<file path="config.mk">
export PLATFORM = sky130hd
export DESIGN_NAME = svm_regressor_seq
export DESIGN_NICKNAME = d
export VERILOG_FILES = /design/src/rtl/svm_regressor_seq.sv
export SDC_FILE = /design/constraint.sdc
export NUM_CORES = 1
export LEC_CHECK = 0
export ABC_AREA = 0
export BUFFER_PORTS_ARGS = -buffer_cell sky130_fd_sc_hd__buf_2
export CAP_MARGIN = 10
export CORE_MARGIN = 2
export CORE_UTILIZATION = 54
export CTS_CLUSTER_DIAMETER = 80
export CTS_CLUSTER_SIZE = 24
export DETAILED_ROUTE_END_ITERATION = 8
export PLACE_DENSITY = 0.87
export SETUP_SLACK_MARGIN = 0.1
export SYNTH_ARGS = -nofsm -noshare
export SYNTH_HDL_FRONTEND = slang
export SYNTH_SLANG_ARGS = --single-unit
</file>
<file path="constraint.sdc">
create_clock -name clk -period 6.7 [get_ports clk]
set_input_delay 0.335 -clock clk [delete_from_list [all_inputs] [get_ports clk]]
set_output_delay 0.335 -clock clk [all_outputs]
set_load 0.01 [all_outputs]
</file>
<file path="src/rtl/svm_regressor_seq.sv">
// svm_regressor_seq: feature-serial SVM regression core.
// Each accepted vector is pushed through one shared multiply-accumulator,
// one feature per cycle. The score is then rounded and clamped to a class
// index and held until the consumer takes it.
//
// state | meaning
// ------+-----------------------------------------------------------
// IDLE  | waiting for a feature vector (in_ready high)
// MAC   | accumulating weight*feature, one feature per cycle
// ROUND | round/clamp the accumulator and register score and class
// DONE  | result presented (out_valid high) until out_ready
module svm_regressor_seq #(
    parameter int                          WIDTH_A     = 4,
    parameter int                          NUM_A       = 11,
    parameter int                          COEF_W      = 8,
    parameter int                          FRAC        = 8,
    parameter int                          ACC_W       = 20,
    parameter logic [NUM_A*COEF_W-1:0]     COEFS       = '0,
    parameter logic signed [ACC_W-1:0]     BIAS        = '0,
    parameter int                          NUM_CLASSES = 10,
    parameter int                          CLS_W       = 4
) (
    input  logic                           clk,
    input  logic                           rst,
    input  logic                           in_valid,
    output logic                           in_ready,
    input  logic [NUM_A*WIDTH_A-1:0]       inp,
    output logic                           out_valid,
    input  logic                           out_ready,
    output logic signed [ACC_W-1:0]        score,
    output logic [CLS_W-1:0]               class_out
);

    localparam int IDX_W  = (NUM_A > 1) ? $clog2(NUM_A) : 1;
    localparam int PROD_W = WIDTH_A + 1 + COEF_W;
    localparam logic [IDX_W-1:0]        LAST_IDX = IDX_W'(NUM_A - 1);
    localparam logic [FRAC-1:0]         HALF     = FRAC'(2 ** (FRAC - 1));
    localparam logic signed [ACC_W-1:0] MAX_Q    = ACC_W'(NUM_CLASSES - 1);
    localparam logic [CLS_W-1:0]        MAX_CLS  = CLS_W'(NUM_CLASSES - 1);

    typedef enum logic [1:0] {IDLE, MAC, ROUND, DONE} state_t;

    state_t                     state;
    state_t                     state_nxt;
    logic [NUM_A*WIDTH_A-1:0]   x_reg;
    logic signed [ACC_W-1:0]    acc;
    logic [IDX_W-1:0]           idx;

    logic [WIDTH_A-1:0]         x_cur;
    logic [COEF_W-1:0]          w_cur;
    logic signed [PROD_W-1:0]   x_ext;
    logic signed [PROD_W-1:0]   w_ext;
    logic signed [PROD_W-1:0]   prod;
    logic signed [ACC_W-1:0]    prod_ext;

    logic signed [ACC_W-1:0]    q_floor;
    logic signed [ACC_W-1:0]    q_round;
    logic [FRAC-1:0]            frac_bits;
    logic                       round_up;
    logic [CLS_W-1:0]           cls_clamped;

    // Handshake flags depend only on state, so no input reaches them combinationally.
    assign in_ready  = (state == IDLE);
    assign out_valid = (state == DONE);

    // State register; reset aborts any inference in flight.
    always_ff @(posedge clk or posedge rst) begin
        if (rst) begin
            state <= IDLE;
        end else begin
            state <= state_nxt;
        end
    end

    // Next-state logic.
    always_comb begin
        state_nxt = state;
        case (state)
            IDLE:    if (in_valid)        state_nxt = MAC;
            MAC:     if (idx == LAST_IDX) state_nxt = ROUND;
            ROUND:                        state_nxt = DONE;
            DONE:    if (out_ready)       state_nxt = IDLE;
            default:                      state_nxt = IDLE;
        endcase
    end

    // Current feature/weight pair and their product. The feature is treated as
    // unsigned, so it is zero-extended before the signed multiply.
    always_comb begin
        x_cur    = x_reg[idx*WIDTH_A +: WIDTH_A];
        w_cur    = COEFS[idx*COEF_W +: COEF_W];
        x_ext    = {{(COEF_W + 1){1'b0}}, x_cur};
        w_ext    = {{(WIDTH_A + 1){w_cur[COEF_W-1]}}, w_cur};
        prod     = x_ext * w_ext;
        prod_ext = {{(ACC_W - PROD_W){prod[PROD_W-1]}}, prod};
    end

    // Floor-then-round: only a remainder strictly above one half rounds up,
    // so an exact .5 goes down (also for negative scores). Then clamp to the class range.
    always_comb begin
        q_floor   = acc >>> FRAC;
        frac_bits = acc[FRAC-1:0];
        round_up  = (frac_bits > HALF);
        q_round   = q_floor + {{(ACC_W - 1){1'b0}}, round_up};
        if (q_round[ACC_W-1]) begin
            cls_clamped = '0;
        end else if (q_round > MAX_Q) begin
            cls_clamped = MAX_CLS;
        end else begin
            cls_clamped = q_round[CLS_W-1:0];
        end
    end

    // Datapath: capture the vector, accumulate, then latch the result.
    always_ff @(posedge clk or posedge rst) begin
        if (rst) begin
            x_reg     <= '0;
            acc       <= '0;
            idx       <= '0;
            score     <= '0;
            class_out <= '0;
        end else begin
            case (state)
                IDLE: begin
                    if (in_valid) begin
                        x_reg <= inp;
                        acc   <= BIAS;
                        idx   <= '0;
                    end
                end
                MAC: begin
                    acc <= acc + prod_ext;
                    idx <= idx + IDX_W'(1);
                end
                ROUND: begin
                    score     <= acc;
                    class_out <= cls_clamped;
                end
                default: ;
            endcase
        end
    end

endmodule

</file>
=== After elaboration in Yosys (flattened, before gate mapping) ===
Index checks and enable logic that the tools add are counted.

* Add/sub/neg operators: 3
* Eq/ne operators: 7
* Mux-type cells: 10
* $mul: 1
* Shifts and indexed selects: 2
* Reductions and logical operators: 5
* Order comparisons: 2

{| class="wikitable"
|+ Operators by type and width
! kind !! number
|-
| $shiftx 88x8->8 const A || 1
|-
| $shiftx 44x7->4 || 1
|-
| $pmux 20 s2 || 1
|-
| $add 20x13->20 || 1
|-
| $mux 20 || 1
|-
| $add 12x2->13 || 1
|-
| $gt 13x5->1 const B || 1
|-
| $mul 5x8->13 || 1
|-
| $mux 4 || 3
|-
| $gt 8x8->1 const B || 1
|-
| $pmux 2 s4 || 1
|-
| $pmux 4 s2 || 1
|-
| $mux 2 || 3
|-
| $add 4x1->4 const B || 1
|-
| $eq 2x2->1 const B || 2
|-
| $eq 4x4->1 const B || 1
|-
| $ne 2x2->1 const B || 2
|-
| $reduce_and 2->1 || 2
|-
| $reduce_and 3->1 || 1
|-
| $eq 2x1->1 const B || 1
|-
| $logic_not 2->1 || 1
|-
| $ne 2x1->1 const B || 1
|-
| $reduce_bool 2->1 || 1
|}

* Output and inout port bits: 26
* Logic and storage cells: 36
* Flip-flop bits (word level): 94
* Input port bits: 48

=== Depth between registers and ports, before layout ===
Gate-level depths: netlist of the first run.

* Word-level depth: 5
* Gate-level depth with buffers: 10
* Mapped depth without buffers: 10

=== Worst setup path before layout of the first run ===
OpenSTA, ideal clock, no wires.

* Path kind: register to register
* Start: register acc[3]
* End: register class_out[1]
* Period minus slack after synthesis: 2.423 ns
* Setup slack: 4.277 ns
* Cell stages (with the launch flop): 10
* Data arrival time: 2.358 ns
* Buffers on the path: 0
* Required time: 6.634 ns
* Setup time: 0.066 ns
* Cells stage by stage: dfrtp_1 nor4_1 a21boi_0 ha_1 ha_1 a2111oi_4 a31oi_1 or4_4 nor2_2 a32o_2

* Longest elaborated chain between the ends: 5

{| class="wikitable"
|+ RTL lines
! element !! RTL line !! source
|-
| start, declared || 46 || <nowiki>logic signed [ACC_W-1:0] acc;</nowiki>
|-
| start signal, assigned || 132 || <nowiki>acc <= acc + prod_ext;</nowiki>
|-
| $gt 8x8->1 * || 103 || <nowiki>round_up = (frac_bits > HALF);</nowiki>
|-
| $add 12x2->13 * || 104 || <nowiki>q_round = q_floor + {{(ACC_W - 1){1'b0}}, round_up};</nowiki>
|-
| $gt 13x5->1 || 107 || <nowiki>end else if (q_round > MAX_Q) begin</nowiki>
|-
| $mux 4 || 107 ||
|-
| $mux 4 * || 105 || <nowiki>if (q_round[ACC_W-1]) begin</nowiki>
|-
| end signal, assigned || 137 || <nowiki>class_out <= cls_clamped;</nowiki>
|-
| end, declared || 31 || <nowiki>output logic [CLS_W-1:0] class_out</nowiki>
|}

Mark *: on every way between the ends. The rest lies on a longest branch, timed or not.
A chain may end at the register's enable or synchronous reset.

=== Final worst setup path of the first run ===
* Start: register acc[3]
* End: register class_out[0]

The elaborated chain is that of the path after synthesis.

==> impl_metrics.yaml, run 1 <==
synth:
  yosysTopAreaCell: "dfrtp_1"
  avgSynthCellArea_um2: 12.6
  syn_inst: 178
  ys_warn_count: 0
  synth_ff_type: "dfrtp_1"
  synth_edf_count: 0
  synth_top_area_share_pct: 56.0
  syn-num-nets: 234
  ys_top_cells_by_area: "dfrtp_1, mux2_2, and2_1, ha_1, o21ai_0"
  synth.top_cells.by_count: "dfrtp_1, and2_1, mux2_2"
  async_flop_share_pct: 100
  synth.distinct_cells: 43
  synth_area_um2: 2230
  synth-seq-cells: 50
  synth.most_common_cell: "dfrtp_1"
  ys_seq_area_share_pct: 56.0
critical_path:
  rrSetupSlack_ns: 4.00
  crit_type: "register to register"
  start_kind: "register"
  r2r_cells: 9
  cp_cell_sequence: "nor4_1, a21boi_0, ha_1, ha_1, a2111oi_4, a31oi_1, or4_4, nor3_1, o2bb2ai_1"
  crit_start: "acc[3]$_DFFE_PP0P_"
  reg2reg_from: "acc[3]$_DFFE_PP0P_"
  crit_path_max_incr_delay_ns: 0.57
  critical_path_cell_count: 9
  crit_arrival_ns: 2.89
  slowest_stage: "or4_4"
  r2r_end: "class_out[0]$_DFFE_PP0P_"
  worstPathMaxFanout: 7
  endpoint_kind: "register"
  critical-path-top-delay-family: "simple AND/OR/NAND/NOR gates"
  worst-path-buf-inv: 0
  cp.required_ns: 6.90
  crit_path_frequent_cell: "ha_1"
  endpoint: "class_out[0]$_DFFE_PP0P_"
cts:
  cts.sinks: 50
  postCtsSetupRepairBufs: 0
  ctsResizeCount: 0
  cts_buffer_depth: 2
  cts.clk_slew.worst_paths_ns: 0.09
  clockRootBuffer: "clkbuf_8"
  clkLatencyLatePin_ns: 0.30
  tritoncts: "done"
  htree_levels: 2
  holdBufCountCts: 0
  numCtsBuffers: 5
die:
  rows: 23
  die_x_um: 68.3
  io_pins: 74
  die_y_um: 68.3
  initial_utilization_pct: 55.9
  core_um2: 4000
  dieArea_um2: 4670
place:
  dpl.hpwl_um: 2520
  gp_congestion: 0.870
  placed_area_um2: 2410
  io_buffers: 29
grt:
  grt_antenna_before_repair: 0
  grt-ovfl-total: 0
  grt_pass1_vias: 1355
  grt_pass1_wl_um: 6200
  track_usage_pct: 18.2
  grt_max_degree: 51
sta:
  finalHoldViolations: 0
  setup_viol: 0
  fin_skew_ns: 0.00890
  setup_tns_ns: 0
  fmax_mhz: 371
  fin_crit_sh_pct: 40.3
  worstMarginPinSlew_ns: 1.00
  fin_crit_ns: 2.70
  report.final.slew_viol_count: 0
  rsz0062_at_grt: "false"
  max-slew-margin-rel_pct: 33.4
cells_and_area:
  diodes: 0
  nNetsFinal: 264
  postLayoutCellArea_um2: 2520
  fin_util_pct: 63.0
  drive_gt1_share_pct: 31.1
  area_growth_syn_to_layout_pct: 12.8
power_and_ir_drop:
  p_per_area_nw_per_um2: 272
  p_leak_nw: 1.32
  ir_drop_uv: 176
  power_mw: 0.685
drt:
  first_pass_iters: 4
  via_per_inst: 5.50
  wirelength_um: 3750
  via_count: 1424
  wl_per_cell_um: 14.5
  drc_errors: 0
  ant_nets: 0
  drt_iter0_drc: 56
job:
  cap_violations: 0
status:
  status: "completed"
worst_hold_path:
  min_path_type: "primary input to asynchronous set/reset pin"
cell type report:
| class | instances | area (um2) |
|---|---|---|
| Tap cell | 50 | 62.6 |
| Timing Repair Buffer | 29 | 145 |
| Inverter | 8 | 30.0 |
| Clock inverter | 2 | 37.5 |
| Multi-Input combinational cell | 114 | 922 |
| Sequential cell | 50 | 1250 |
| Fill cell | 304 | 1480 |
| Clock buffer | 6 | 72.6 |
cell families after synthesis:
kind of cell	synth area share, %
multiplexers	11.1
AO/OA/AOI/OAI	10.1
flip-flops	56.0
adder cells (fa/ha/maj)	4.48
AND/OR/NAND/NOR	14.4
buffers and inverters	2.74
XOR/XNOR	1.18
where the power goes:
group          internal, mW  switching (mW)  total [mW]
registers             0.315          0.0132       0.329
logic                0.0550          0.0918       0.147
clock network         0.111          0.0980       0.209
worst min path at each step:
stage | startpoint | endpoint | slack (ns)
detailed placement | class_out[0]$_DFFE_PP0P_ | class_out[0]$_DFFE_PP0P_ | 0.48
floorplan | acc[7]$_DFFE_PP0P_ | acc[7]$_DFFE_PP0P_ | 0.46
finish | rst | score[1]$_DFFE_PP0P_ | 0.26
global placement | class_out[0]$_DFFE_PP0P_ | class_out[0]$_DFFE_PP0P_ | 0.47
global route | rst | score[1]$_DFFE_PP0P_ | 0.38
CTS | rst | score[16]$_DFFE_PP0P_ | 0.30
cells in the final DEF, fill, tap and decap left out, types with 2 or more instances in the layout:
cell type   n
ha_1        8
nor3_1      5
mux2_2     22
a22o_1      3
xnor2_1     2
dfrtp_1    50
nand3_1     2
and2_1     23
buf_2      29
nand2_1     6
nor2_1      3
inv_1       7
nand2b_1    2
o2bb2ai_1   2
nor2b_1     2
a21oi_1     2
and3_1      3
clkbuf_8    5
nand3b_1    2
o21ai_0     6
routing by layer:
metal / vias up / GRT usage, % / routed length, um
li1: 684 / - / -
met5: - / 0 / 0
met1: 702 / 24.3 / 1750
met4: 0 / 5.75 / 51
met2: 31 / 28.9 / 1800
met3: 7 / 4.93 / 148
state kept, by name (all words and copies together), names as in the netlist:
| signal | flops |
|---|---|
| class_out | 4 |
| state | 2 |
| acc | 20 |
| idx | 4 |
| score | 20 |
through the flow:
step,hold slack (ns),cells,setup WS [ns]
3_3_place_gp,0.473,251,4.07
2_1_floorplan,0.464,178,4.28
5_1_grt,0.376,259,3.75
3_5_place_dp,0.475,251,4.01
6_report,0.260,259,4.00
4_1_cts,0.302,259,3.98
worst reg2reg max path, cell delays in order (launching register included):
cell,delay [ns]
dfrtp_1,0.39
nor4_1,0.25
a21boi_0,0.15
ha_1,0.24
ha_1,0.31
a2111oi_4,0.32
a31oi_1,0.11
or4_4,0.57
nor3_1,0.17
o2bb2ai_1,0.08
Note: power is estimated with default switching activity, not from simulation.
==> run 2: changes to the inputs <==
- CORE_UTILIZATION: 54 -> 50
- PLACE_DENSITY: 0.87 -> 0.81
- clock period: 6.7 -> 2.7 ns (I/O delays scaled with it)
==> run 2 against run 1 <==
Compared with the run above: die area grew 7.5%; fmax grew 8.5%; via count is 2.0% higher; wire length rose by 2.5%; clock power is 130% higher; cell count is 1.9% higher; clock-buffer cell count increased by 2; sequential power up 150%; sequential share of layout area decreased by 0.99 points; combinational power grew to 2.6 times the previous value; first-iteration DRC count up 77%; global-route usage decreased by 1.5 points; highest routed layer unchanged.
==> impl_metrics.yaml, run 2 (same netlist as run 1, synthesis figures left out) <==
power_and_ir_drop:
  p_leak_nw: 1.34
  power.share.clock_pct: 29.0
  internal-power_mw: 1.19
  ir_drop_uv: 418
  switching_share_pct: 29.3
  comb_power_share_pct: 22.7
  seq_power_share_pct: 48.3
  p_per_area_nw_per_um2: 655
  switchingPower_mw: 0.493
cts:
  tritoncts: "done"
  ctsResizeCount: 1
  holdBufCountCts: 0
  clockRootBuffer: "clkbuf_8"
  numCtsBuffers: 5
  htree_levels: 2
  cts.sinks: 50
  cts_buffer_depth: 2
  cts.clk_slew.worst_paths_ns: 0.09
  postCtsSetupRepairBufs: 0
  clkLatencyLatePin_ns: 0.30
critical_path:
  worstPathMaxFanout: 6
  cp.required_ns: 2.94
  crit_arrival_ns: 2.73
  start_kind: "register"
  endpoint_kind: "register"
  crit_type: "register to register"
sta:
  report.final.slew_viol_count: 0
  fin_skew_ns: 0.00428
  worstMarginPinSlew_ns: 1.01
  fin_crit_sh_pct: 92.1
  setup_viol: 0
  finalHoldViolations: 0
  fmax_mhz: 402
  rsz0062_at_grt: "false"
  max-slew-margin-rel_pct: 32.4
  fin_crit_ns: 2.49
  setup_tns_ns: 0
cells_and_area:
  fillers: 348
  diodes: 0
  reg.largest.list: "acc x20, score x20"
  nNetsFinal: 267
  drive_gt1_share_pct: 34.4
  fin_util_pct: 59.5
  most-common-layout-cells: "dfrtp_1, buf_2, and2_1"
  postLayoutCellArea_um2: 2570
  area_growth_syn_to_layout_pct: 15.1
  multi_input_area_um2: 948
  register_area_um2: 1250
  layout_commonest_cell: "dfrtp_1"
drt:
  first_pass_iters: 5
  drt_iter0_drc: 99
  via_count: 1452
  wirelength_um: 3840
  wl_per_cell_um: 14.6
  ant_nets: 0
  via_per_inst: 5.50
  drc_errors: 0
grt:
  met1_usage_pct: 21.9
  track_usage_pct: 16.7
  grt_pass1_vias: 1428
  grt_antenna_before_repair: 0
  grt_max_degree: 51
  grt-ovfl-total: 0
  grt_pass1_wl_um: 6500
  grt_use_met2_pct: 26.6
  grt_util_met3_pct: 4.42
  top_usage_layer: "met2"
status:
  status: "completed"
die:
  io_pins: 74
  rows: 24
  initial_utilization_pct: 51.7
  core_um2: 4320
  die_y_um: 70.9
  dieArea_um2: 5020
  die_x_um: 70.9
job:
  cap_violations: 0
worst_hold_path:
  min_path_type: "primary input to asynchronous set/reset pin"
place:
  placed_area_um2: 2440
  dpl.hpwl_um: 2610
  gp_congestion: 0.779
  io_buffers: 29
==> run 2: power by group through the flow <==
stage / registers (mW) / logic (mW) / clock network [mW]
after floorplan: 0.822 / 0.292 / 0
after global placement: 0.828 / 0.375 / 0
after detailed placement: 0.828 / 0.384 / 0
after CTS: 0.815 / 0.392 / 0.502
after global routing: 0.818 / 0.432 / 0.538
final: 0.814 / 0.382 / 0.490
==> run 2: layout make-up <==
cell class,count,area share (%)
clock buffers,8,4.28
inverters,8,1.17
multi-input cells,114,36.9
flip-flops and latches,50,48.6
well taps,52,2.53
repair buffers,32,6.52
==> run 2: layer usage <==
metal	vias up	share of wire (%)
met5	-	0
met4	0	1.7
met3	6	3.7
met2	25	51
met1	728	44
li1	693	-
==> run 2: worst paths after layout <==
check,start,to,slack [ns],cells past startpoint
max,acc[3]$_DFFE_PP0P_,class_out[1]$_DFFE_PP0P_,0.21,9
min,rst,score[1]$_DFFE_PP0P_,0.07,2
max reg2reg,acc[3]$_DFFE_PP0P_,class_out[1]$_DFFE_PP0P_,0.21,9
min reg2reg,class_out[2]$_DFFE_PP0P_,class_out[2]$_DFFE_PP0P_,0.50,1
max in group asynchronous,rst,score[15]$_DFFE_PP0P_,2.01,2
min in group clk,in_valid,idx[0]$_DFFE_PP0P_,0.27,4
==> run 2: stage by stage <==
step	power (mW)	instances	setup WS, ns	hold slack (ns)
finish	1.69	264	0.213	0.0725
global route	1.79	264	0.0424	0.173
CTS	1.71	264	0.126	0.114
detailed placement	1.21	256	0.0573	0.435
global placement	1.20	256	0.0953	0.427
floorplan	1.11	178	0.277	0.434
==> run 2: worst max-delay path, cell delays in order (launching register included) <==
cell,delay [ns]
dfrtp_1,0.41
nor4_2,0.27
a21boi_1,0.11
ha_2,0.21
ha_4,0.19
a2111oi_4,0.28
a31oi_1,0.09
or4_4,0.58
nor2_2,0.12
a32o_2,0.17
